## src/rtl/sd_cache_lock_responder_pkg.sv

```systemverilog
// sd_lock_pkg: shared lock FSM state, owner-width helper and reset constants.
package sd_lock_pkg;
    typedef enum logic {UNLOCKED, HELD} lock_state_t;
    localparam logic LOCK_RST = 1'b0;
    localparam logic [3:0] OWNER_RST = '0;
    function automatic int owner_w(int n);
        return n > 1 ? $clog2(n) : 1;
    endfunction
endpackage

```

## src/rtl/sd_cache_lock_responder_if.sv

```systemverilog
// sd_cache_lock_responder_if: requester-side lock/unlock handshake bundle.
interface sd_cache_lock_responder_if import sd_lock_pkg::*; #(
    parameter int NUM_REQ = 4
);
    localparam int OWNER_W = owner_w(NUM_REQ);
    logic [NUM_REQ-1:0] lock_req;
    logic [NUM_REQ-1:0] unlock_req;
    logic [NUM_REQ-1:0] lock_ack;
    logic [NUM_REQ-1:0] unlock_ack;
    logic [NUM_REQ-1:0] unlock_deny;
    logic               locked;
    logic [OWNER_W-1:0] owner;
    logic               timeout_evt;
    modport master (
        output lock_req, unlock_req,
        input  lock_ack, unlock_ack, unlock_deny, locked, owner, timeout_evt
    );
    modport slave (
        input  lock_req, unlock_req,
        output lock_ack, unlock_ack, unlock_deny, locked, owner, timeout_evt
    );
endinterface

```

## src/rtl/sd_cache_lock_responder_rr_arbiter.sv

```systemverilog
// sd_lock_rr_arbiter: combinational round-robin pick starting at ptr, wrapping to 0.
module sd_lock_rr_arbiter import sd_lock_pkg::*; #(
    parameter int NUM_REQ = 4,
    localparam int OWNER_W = owner_w(NUM_REQ)
) (
    input  logic [NUM_REQ-1:0] req,
    input  logic [OWNER_W-1:0] ptr,
    output logic [NUM_REQ-1:0] gnt,
    output logic [OWNER_W-1:0] id
);
    always_comb begin
        gnt = '0;
        id  = '0;
        // descending scan so the candidate closest to ptr is written last
        for (int i = NUM_REQ - 1; i >= 0; i--) begin
            if (req[(int'(ptr) + i) % NUM_REQ]) begin
                gnt = NUM_REQ'(1) << ((int'(ptr) + i) % NUM_REQ);
                id  = OWNER_W'((int'(ptr) + i) % NUM_REQ);
            end
        end
    end
endmodule

```

## src/rtl/sd_cache_lock_responder.sv

```systemverilog
// sd_cache_lock_responder: arbitrates SD cache lock ownership across NUM_REQ requesters.
// Optional forced release after TIMEOUT_CYCLES held cycles when SD_LOCK_TIMEOUT_EN is defined.
module sd_cache_lock_responder import sd_lock_pkg::*; #(
    parameter int NUM_REQ        = 4,
    parameter int TIMEOUT_CYCLES = 1024
) (
    input logic                       clk,
    input logic                       rst_n,
    sd_cache_lock_responder_if.slave  bus
);
    localparam int OWNER_W = owner_w(NUM_REQ);
    if (NUM_REQ < 2 || NUM_REQ > 16 || TIMEOUT_CYCLES < 1) begin : g_bad_cfg
        $error("sd_cache_lock_responder: unsupported NUM_REQ/TIMEOUT_CYCLES");
    end
    lock_state_t        state;
    logic [OWNER_W-1:0] ptr;
    logic [NUM_REQ-1:0] gnt;
    logic [OWNER_W-1:0] gnt_id;
    logic [NUM_REQ-1:0] owner_oh;
    assign owner_oh = NUM_REQ'(1) << bus.owner;
    sd_lock_rr_arbiter #(.NUM_REQ(NUM_REQ)) u_arb (
        .req (bus.lock_req),
        .ptr (ptr),
        .gnt (gnt),
        .id  (gnt_id)
    );
`ifdef SD_LOCK_TIMEOUT_EN
    localparam int CW = $clog2(TIMEOUT_CYCLES + 1);
    localparam logic [CW-1:0] HOLD_LAST = CW'(TIMEOUT_CYCLES - 1);
    logic [CW-1:0] hold_cnt;
`else
    assign bus.timeout_evt = 1'b0;
`endif
    always_ff @(posedge clk) begin
        if (!rst_n) begin
            state           <= UNLOCKED;
            ptr             <= '0;
            bus.locked      <= LOCK_RST;
            bus.owner       <= OWNER_W'(OWNER_RST);
            bus.lock_ack    <= '0;
            bus.unlock_ack  <= '0;
            bus.unlock_deny <= '0;
`ifdef SD_LOCK_TIMEOUT_EN
            bus.timeout_evt <= 1'b0;
            hold_cnt        <= '0;
`endif
        end else begin
            bus.lock_ack    <= '0;
            bus.unlock_ack  <= '0;
            bus.unlock_deny <= state == UNLOCKED ? bus.unlock_req : bus.unlock_req & ~owner_oh;
`ifdef SD_LOCK_TIMEOUT_EN
            bus.timeout_evt <= 1'b0;
`endif
            if (state == UNLOCKED) begin
                if (|bus.lock_req) begin
                    state        <= HELD;
                    bus.locked   <= 1'b1;
                    bus.owner    <= gnt_id;
                    bus.lock_ack <= gnt;
                    ptr          <= gnt_id == OWNER_W'(NUM_REQ - 1) ? '0 : gnt_id + 1'b1;
`ifdef SD_LOCK_TIMEOUT_EN
                    hold_cnt     <= '0;
`endif
                end
            end else if (bus.unlock_req[bus.owner]) begin
                state          <= UNLOCKED;
                bus.locked     <= LOCK_RST;
                bus.unlock_ack <= owner_oh;
            end
`ifdef SD_LOCK_TIMEOUT_EN
            else if (hold_cnt == HOLD_LAST) begin
                state           <= UNLOCKED;
                bus.locked      <= LOCK_RST;
                bus.timeout_evt <= 1'b1;
            end else begin
                hold_cnt <= hold_cnt + 1'b1;
            end
`endif
        end
    end
endmodule

```

## src/flat_wrapper.sv

```systemverilog
// flat-port wrapper written by rule: the top's interface ports become plain ports
module sd_cache_lock_responder_flat import sd_lock_pkg::*;
#(
    parameter int NUM_REQ        = 4,
    parameter int TIMEOUT_CYCLES = 1024
)
  (clk, rst_n, bus_lock_req, bus_unlock_req, bus_lock_ack, bus_unlock_ack, bus_unlock_deny, bus_locked, bus_owner, bus_timeout_evt);
  sd_cache_lock_responder_if #(.NUM_REQ(NUM_REQ)) bus_i ();
  input logic clk;
  input logic rst_n;
  input wire logic [$bits(bus_i.lock_req)-1:0] bus_lock_req;
  input wire logic [$bits(bus_i.unlock_req)-1:0] bus_unlock_req;
  output wire logic [$bits(bus_i.lock_ack)-1:0] bus_lock_ack;
  output wire logic [$bits(bus_i.unlock_ack)-1:0] bus_unlock_ack;
  output wire logic [$bits(bus_i.unlock_deny)-1:0] bus_unlock_deny;
  output wire logic [$bits(bus_i.locked)-1:0] bus_locked;
  output wire logic [$bits(bus_i.owner)-1:0] bus_owner;
  output wire logic [$bits(bus_i.timeout_evt)-1:0] bus_timeout_evt;
  assign bus_i.lock_req = bus_lock_req;
  assign bus_i.unlock_req = bus_unlock_req;
  assign bus_lock_ack = bus_i.lock_ack;
  assign bus_unlock_ack = bus_i.unlock_ack;
  assign bus_unlock_deny = bus_i.unlock_deny;
  assign bus_locked = bus_i.locked;
  assign bus_owner = bus_i.owner;
  assign bus_timeout_evt = bus_i.timeout_evt;
  sd_cache_lock_responder #(.NUM_REQ(NUM_REQ), .TIMEOUT_CYCLES(TIMEOUT_CYCLES)) u_core (.clk(clk), .rst_n(rst_n), .bus(bus_i));
endmodule
```

## config.mk

```make
export PLATFORM = sky130hd
export DESIGN_NAME = sd_cache_lock_responder_flat
export DESIGN_NICKNAME = d
export VERILOG_FILES = /design/src/rtl/sd_cache_lock_responder_pkg.sv /design/src/rtl/sd_cache_lock_responder_if.sv /design/src/rtl/sd_cache_lock_responder_rr_arbiter.sv /design/src/rtl/sd_cache_lock_responder.sv /design/src/flat_wrapper.sv
export SDC_FILE = /design/constraint.sdc
export NUM_CORES = 1
export LEC_CHECK = 0
export ABC_CLOCK_PERIOD_IN_PS = 2500
export BUFFER_PORTS_ARGS = -buffer_cell sky130_fd_sc_hd__buf_2
export CORE_MARGIN = 3
export CORE_UTILIZATION = 47
export CTS_CLUSTER_DIAMETER = 150
export DETAILED_ROUTE_END_ITERATION = 10
export PLACE_DENSITY = 0.75
export SLEW_MARGIN = 10
export SYNTH_ARGS = -nofsm -noshare
export SYNTH_HDL_FRONTEND = slang
export SYNTH_HIERARCHICAL = 1
export SYNTH_SLANG_ARGS = --single-unit
```

## constraint.sdc

```tcl
create_clock -name clk -period 2.5 [get_ports clk]
set_clock_uncertainty 0.15 [all_clocks]
set_input_delay 0.125 -clock clk [delete_from_list [all_inputs] [get_ports clk]]
set_output_delay 0.125 -clock clk [all_outputs]
set_load 0.02 [all_outputs]
```

==> results of run 1 <==
## worst min path at each step
stage                           start  slack (ns)                        end  depth (start not counted)
CTS                             rst_n        0.01  u_core/bus.unlock_deny[0]                          2
detailed placement  bus_unlock_req[2]        0.21  u_core/bus.unlock_deny[2]                          3
global placement    bus_unlock_req[0]        0.21  u_core/bus.unlock_deny[0]                          2
floorplan           bus_unlock_req[2]        0.09  u_core/bus.unlock_deny[2]                          2
finish                          rst_n        0.02  u_core/bus.unlock_deny[0]                          2
global route                    rst_n        0.02  u_core/bus.unlock_deny[0]                          2
## power by group
group          internal, mW  total [mW]  leakage (nW)  switching, mW
combinational         0.420       0.922         0.478          0.502
clock                0.0558       0.133        0.0138         0.0770
sequential            0.350       0.403         0.149         0.0528
## per-layer routing
| metal | vias up | part of all wire, % |
|---|---|---|
| met4 | 0 | 0.70 |
| met2 | 37 | 50 |
| met1 | 521 | 44 |
| li1 | 549 | - |
| met3 | 2 | 4.8 |
| met5 | - | 0 |
## sequential cells by signal, summed over array words and instances, names as in the netlist
register and cells:
u_core/bus.lock_ack 4, u_core/bus.unlock_ack 4, u_core/bus.unlock_deny 4, u_core/bus.owner 2
u_core/ptr 2, u_core/bus.locked 1, u_core/state 1
## worst register-to-register path, stage by stage (launching register included)
cell       delay (ns)
dfxtp_4          0.40
inv_1            0.07
ha_2             0.34
mux2_2           0.25
o21ai_0          0.08
o2bb2ai_1        0.17
ha_1             0.21
or4_1            0.46
a21oi_1          0.16
## final cells by class
type                       count  area share (%)
tap                           28            2.46
inverter                       5            1.32
multi-input combinational     98            52.2
clock buffer                   3            1.58
sequential                    18            25.6
timing repair buffer          38            16.8
## cell usage after synthesis, types with 4 or more instances
cell type and n:
mux2i_1 5, nand2_1 6, inv_1 5, dfxtp_1 18, ha_1 9, nand4_1 5, and3_1 4, nor2_1 7
o21ai_0 8, a21oi_1 9, nand3_1 5, a31oi_1 4
## repair_timing
item                                    CTS  global route
gates resized for setup                   0             5
endpoints found under the hold margin     4             0
hold buffers                              6             0
endpoints found under the setup margin    0             2
## cells by family (layout without fill, tap and decap cells)
kind of cell | Yosys count | count (layout) | share of synthesized area (%)
AOI/OAI and AO/OA | 35 | 35 | 19.4
muxes | 10 | 10 | 11.6
and+or+nand+nor | 43 | 43 | 21.9
adders and majority gates | 9 | 9 | 9.83
DFF | 18 | 18 | 31.4
other | 1 | 1 | 0.327
buffers and inverters | 11 | 46 | 5.46
## through the flow
step	utilization, %	area (um^2)	hold slack, ns	instances	setup WS [ns]
CTS	62.4	1410	0.0110	190	0.0228
global placement	58.7	1320	0.213	181	0.156
finish	63.3	1430	0.0198	190	0.137
global route	63.3	1430	0.0178	190	0.00890
floorplan	-	1150	0.0911	127	0.0375
detailed placement	58.7	1320	0.215	181	0.0412
==> metrics.md, run 1 <==
| Metric | Value |
|---|---|
| Clk_lat worst skew | 0.28 ns |
| Most common cell after layout, fill and taps aside | buf_2 |
| Overflow left after global routing | 0 |
| Top FF cell, synth | dfxtp_1 |
| Placement row count | 17 |
| Yosys reg bits | 18 |
| # setup viols final | 0 |
| Hold violation total from the final report | 0 |
| Fraction of layout instances using a drive strength above 1 | a little under a third |
| Cell count after synthesis | between 100 and 150 |
| Count of pins on the block boundary | 26 |
| RSZ-0062 raised after global routing | false |
| Setup total negative slack | 0 ns |
| Synth Cell Area | between 1000 and 1500 um^2 |
| Maximum fanout along the worst path | 8 |
| Final routed DRC violation total | 0 |
| Critical path capture point type | register |
| Crit path kind | register to register |
| Fmax | ~420 MHz |
| Total design power | 1.46 mW |
| Vert. Die Dim | approximately 55 um |
| Clock Tree Root | clkbuf_4 |
| Clock sinks | 18 |
| Power per cell area | roughly 1000 nW/um^2 |
| Met2 Usage GRT | between 30 and 40% |
| Number of buffer and inverter instances along the worst setup path | 1 |
| Count of cell types in the netlist | 43 |
| Mean area per synthesized cell | roughly 9.0 um^2 |
| Number of global-route vias before repair | 1060 |
| Initial core utilization | between 50 and 60% |
| H-tree depth | 1 |
| Leakage power of the design | approximately 0.64 nW |
| Antenna-violating nets left | 0 |
| Iteration-0 DRC count of the detailed router | 26 |
| Ordered list of cells on the worst path | inv_1 -> ha_2 -> mux2_2 -> o21ai_0 -> o2bb2ai_1 -> ha_1 -> or4_1 -> a21oi_1 |
| Post-layout minimum cycle time | between 2 and 2.5 ns |
| Peak-usage layer in the global routing report | met2 |
| Met1 routing resource usage after global routing | 22.7% |
| Chip Width | 55.4 um |
| Input/output buffers | 24 |
| Detailed-route wire length per cell | ~14 um |
| Count of TritonRoute iterations in the first routing pass | 4 |
| Worst reg-to-reg setup slack | around 0.14 ns |
| Post-DP HPWL | about 2100 um |
| Worst setup SP type | register |
| Status | complete, no violations |
| Fraction of synthesis flops using an asynchronous set or reset pin | 0% |
| Data required time of the worst path | ~2.6 ns |
| Top library cells by usage in the layout, fill and taps aside | 24 x buf_2, 16 x dfxtp_1, 9 x a21oi_1 |
| CTS tree | done |
| Met3 capacity usage during global routing | roughly 3.5% |
| Worst r2r path cells | 8 |
| GRT Overall Usage | ~18% |
| Timing endpoint of the critical path | u_core/ptr[0] |
| Count of fill cells added during filler insertion | around 200 |
| Syn Nets | ~150 |
| Slowest Stage Delay on Critical Path | between 0.4 and 0.5 ns |
| Min-Delay Path Class | input port to register |
| Share of Yosys cell area claimed by the top area cell type | 31.4% |
| Critical register-to-register path startpoint | u_core/ptr[0] |
| Register cell area after layout | between 300 and 400 um^2 |
| Area of the core | ~2300 um^2 |
| Final Wtd Congestion | roughly 0.92 |
| Buffer levels on the longest clock path | 2 |
| Max VDD drop | slightly below 600 uV |
| Count of flip-flops with a built-in enable after synthesis | 0 |
| Worst r2r dst | u_core/ptr[0] |
| Post CTS Setup Buffer Count | 0 |
| Average via count per standard cell | 5.84 |
| Antenna diode count | 0 |
| Area growth, synth to finish | 24.5% |
| Crit path arrival time | 2.42 ns |
| Number of synthesis warnings | 6 |
| DR vias | around 1100 |
| Initial antenna violation count | 0 |
| Biggest area contributors in the synthesized netlist | dfxtp_1 31%, ha_1 9.8%, mux2i_1 4.4%, a21oi_1 3.9%, o21ai_0 3.5% |
| Clock slew seen by the registers of the worst setup and hold paths | around 0.10 ns |
| Total number of nets in the final design | about 180 |
| Area of combinational cells with multiple inputs | between 700 and 800 um^2 |
| Number of buffers created by CTS | 3 |
| Sequential element share of the synthesized area | between 30% and 40% |
| CP max stage cell | or4_1 |
| Max-slew violation count | 0 |
| Post-synth top area cell | dfxtp_1 |
| Worst Setup SP | u_core/ptr[0] |
| Aggregate routed wire length | roughly 2700 um |
| Post-route clock period utilization | a little over nine tenths |
| CP delay by family, top | adder cells |
| DIE AREA | roughly 3000 um^2 |
| Number of max-capacitance violations reported | 0 |
| Pin count of the biggest net entering global routing | 12 |
| Number of cells on the critical path | 8 |
| Global-route wire length before repair | 4770 um |
(Power assumes the default switching activity.)
==> inputs of run 2 (changes only) <==
--- a/config.mk
+++ b/config.mk
@@ -5,13 +5,13 @@
 export SDC_FILE = /design/constraint.sdc
 export NUM_CORES = 1
 export LEC_CHECK = 0
-export ABC_CLOCK_PERIOD_IN_PS = 2500
-export BUFFER_PORTS_ARGS = -buffer_cell sky130_fd_sc_hd__buf_2
+export ABC_CLOCK_PERIOD_IN_PS = 2100
 export CORE_MARGIN = 3
-export CORE_UTILIZATION = 47
+export CORE_UTILIZATION = 55
 export CTS_CLUSTER_DIAMETER = 150
 export DETAILED_ROUTE_END_ITERATION = 10
-export PLACE_DENSITY = 0.75
+export DONT_BUFFER_PORTS = 1
+export PLACE_DENSITY = 0.74
 export SLEW_MARGIN = 10
 export SYNTH_ARGS = -nofsm -noshare
 export SYNTH_HDL_FRONTEND = slang
==> constraint.sdc (replaced) <==
create_clock -name clk -period 2.1 [get_ports clk]
set_clock_uncertainty 0.15 [all_clocks]
set_input_delay 0.105 -clock clk [delete_from_list [all_inputs] [get_ports clk]]
set_output_delay 0.105 -clock clk [all_outputs]
set_load 0.02 [all_outputs]
==> run 2 against run 1 <==
Critical endpoint unchanged. Flip-flop and latch count unchanged. Largest cell class unchanged. Count of clock-buffer cells in the layout up 1. Highest routed layer unchanged. Non-clock buffer count down 1. The run now ends with negative setup slack left. Critical path type unchanged. Register-to-register slack worse by 0.40 ns. Clock power up 65%. Wire length up 54%.
==> metrics.md, run 2 (same netlist as run 1, synthesis figures left out) <==
| Metric | Value |
|---|---|
| Status | finished, violations left |
| Violated checks | negative setup slack |
| Worst setup SP type | register |
| Met2 Usage GRT | 49.6% (+17 points) |
| Met3 capacity usage during global routing | 8.31% (+4.8 points) |
| Antenna diode count | 0 (unchanged) |
| Post-route clock period utilization | 113% (+18 points) |
| Final Wtd Congestion | 0.873 (-4.9%) |
| Count of pins on the block boundary | 26 (unchanged) |
| Area of the core | 1840 um^2 (-18%) |
| Leakage power of the design | 0.668 nW (+4.3%) |
| Final routed DRC violation total | 0 (unchanged) |
| Post-DP HPWL | 2070 um (-1.4%) |
| Peak-usage layer in the global routing report | met2 |
| Data required time of the worst path | 2.18 ns (-0.38 ns) |
| Number of global-route vias before repair | 1144 (+7.9%) |
| H-tree depth | 1 (unchanged) |
| Post-layout minimum cycle time | 2.36 ns (-0.0000450 ns) |
| Antenna-violating nets left | 0 (unchanged) |
| Buffer levels on the longest clock path | 2 (unchanged) |
| Overflow left after global routing | 0 (unchanged) |
| Min-Delay Path Class | input port to register |
| Chip Width | 51.7 um (-6.7%) |
| Worst Tran Pin Value | a little under 0.6 ns |
| Largest registers in the final layout | u_core/bus.lock_ack (4), u_core/bus.unlock_ack (4), u_core/bus.unlock_deny (4) |
| Fmax | 423 MHz (about the same) |
| Placement row count | 15 (-2) |
| Input/output buffers | 0 (-100%) |
| Area growth, synth to finish | 41.2% |
| Max-slew violation count | 0 (unchanged) |
| Count of fill cells added during filler insertion | 98 (-52%) |
| Top library cells by usage in the layout, fill and taps aside | 18 x buf_4, 17 x dlygate4sd3_1, 16 x dfxtp_1, 8 x ha_1 |
| Clock Tree Root | clkbuf_4 |
| Clock slew seen by the registers of the worst setup and hold paths | 0.11 ns (about the same) |
| DR vias | 1254 (+13%) |
| Critical path capture point type | register |
| Count of TritonRoute iterations in the first routing pass | 5 (+1) |
| Total design power | 2.27 mW (+55%) |
| RSZ-0062 raised after global routing | true |
| Number of max-capacitance violations reported | 0 (unchanged) |
| Detailed-route wire length per cell | 22.3 um (+57%) |
| DIE AREA | 2670 um^2 (-13%) |
| Clock sinks | 18 (unchanged) |
| Crit path kind | register to register |
| Number of buffers created by CTS | 3 (unchanged) |
| Placed cell areas | 1280 um^2 (-3.3%) |
| Number of cells traversed by the worst hold path | 3 (+1) |
| Aggregate routed wire length | 4160 um (+54%) |
| Pin count of the biggest net entering global routing | 12 (unchanged) |
| Total number of nets in the final design | 182 (-0.55%) |
| GRT Overall Usage | 29.3% (+11 points) |
| Maximum fanout along the worst path | 7 (-1) |
| Fin area | 1620 um^2 (+13%) |
| Hold violation total from the final report | 0 (unchanged) |
| Max VDD drop | 1100 uV (+90%) |
| Met1 routing resource usage after global routing | 36.5% (+14 points) |
| CTS tree | done |
| Worst r2r path cells | 8 (unchanged) |
| Crit path arrival time | 2.45 ns (+0.03 ns) |
| Average via count per standard cell | 6.71 (+15%) |
| Max-slew headroom at the worst pin | a little over 60% |
| Power per cell area | 1400 nW/um^2 (+37%) |
| Initial core utilization | 62.3% (+11 points) |
| Clk_lat worst skew | 0.30 ns (+0.02 ns) |
| Final Worst Setup Slack | -0.263 ns (-0.400 ns) |
| # setup viols final | 8 (+8) |
| Fraction of layout instances using a drive strength above 1 | 32.7% (+1.2 points) |
| Initial antenna violation count | 0 (unchanged) |
| Global-route wire length before repair | 5780 um (+21%) |
| Vert. Die Dim | 51.7 um (-6.7%) |
| Iteration-0 DRC count of the detailed router | 54 (+110%) |
| Most common cell after layout, fill and taps aside | buf_4 |
[run 2: final timing paths]
check,from,end,slack (ns)
setup reg to reg,u_core/ptr[0],u_core/ptr[0],-0.26
hold reg to reg,u_core/bus.locked,u_core/bus.locked,0.47
setup / recovery,u_core/ptr[0],u_core/ptr[0],-0.26
hold / removal,bus_lock_req[1],u_core/bus.owner[0],0.005
[run 2: cell type report]
class | instances | area [um^2] | area share, %
Sequential cell | 18 | 368 | 22.7
Multi-Input combinational cell | 98 | 831 | 51.4
Clock buffer | 4 | 36.3 | 2.24
Timing Repair Buffer | 37 | 328 | 20.3
Inverter | 5 | 23.8 | 1.47
Tap cell | 25 | 31.3 | 1.93
[run 2: per-layer routing]
layer	part of all wire [%]	up-vias
li1	-	549
met4	4.8	0
met3	9.1	25
met1	40	592
met5	0	-
met2	46	88
[run 2: repair_timing]
action,4_1_cts,5_1_grt
pin swaps,10,4
hold endpoints to repair,18,8
setup buffers,5,2
resized for setup,11,9
endpoints found under the setup margin,6,7
hold buffers,14,3
[run 2: metrics by stage]
step	setup slack, ns	utilization, %	hold WS, ns	TNS (ns)	instances
after floorplan	-0.261	-	0.0711	-0.507	127
after detailed placement	-0.154	69.6	0.0764	-0.483	160
after global placement	-0.120	69.6	0.0798	-0.244	160
final	-0.263	88.0	0.00539	-0.553	187
after global routing	-0.359	88.0	0.0166	-1.05	187
after CTS	-0.0816	82.9	-0.200	-0.100	182
[run 2: worst max-delay path: stages (launching register included)]
cell and delay, ns:
dfxtp_4 0.43, inv_6 0.05, ha_4 0.25, o22ai_1 0.20, a21o_1 0.17, o21ai_0 0.15
ha_1 0.24, or4_4 0.49, a21oi_2 0.16
[run 2: where the power goes]
part	switching (mW)	internal, mW	total (mW)	leakage, nW
clock network	0.114	0.106	0.220	0.0210
logic	0.749	0.739	1.49	0.498
registers	0.136	0.422	0.559	0.149
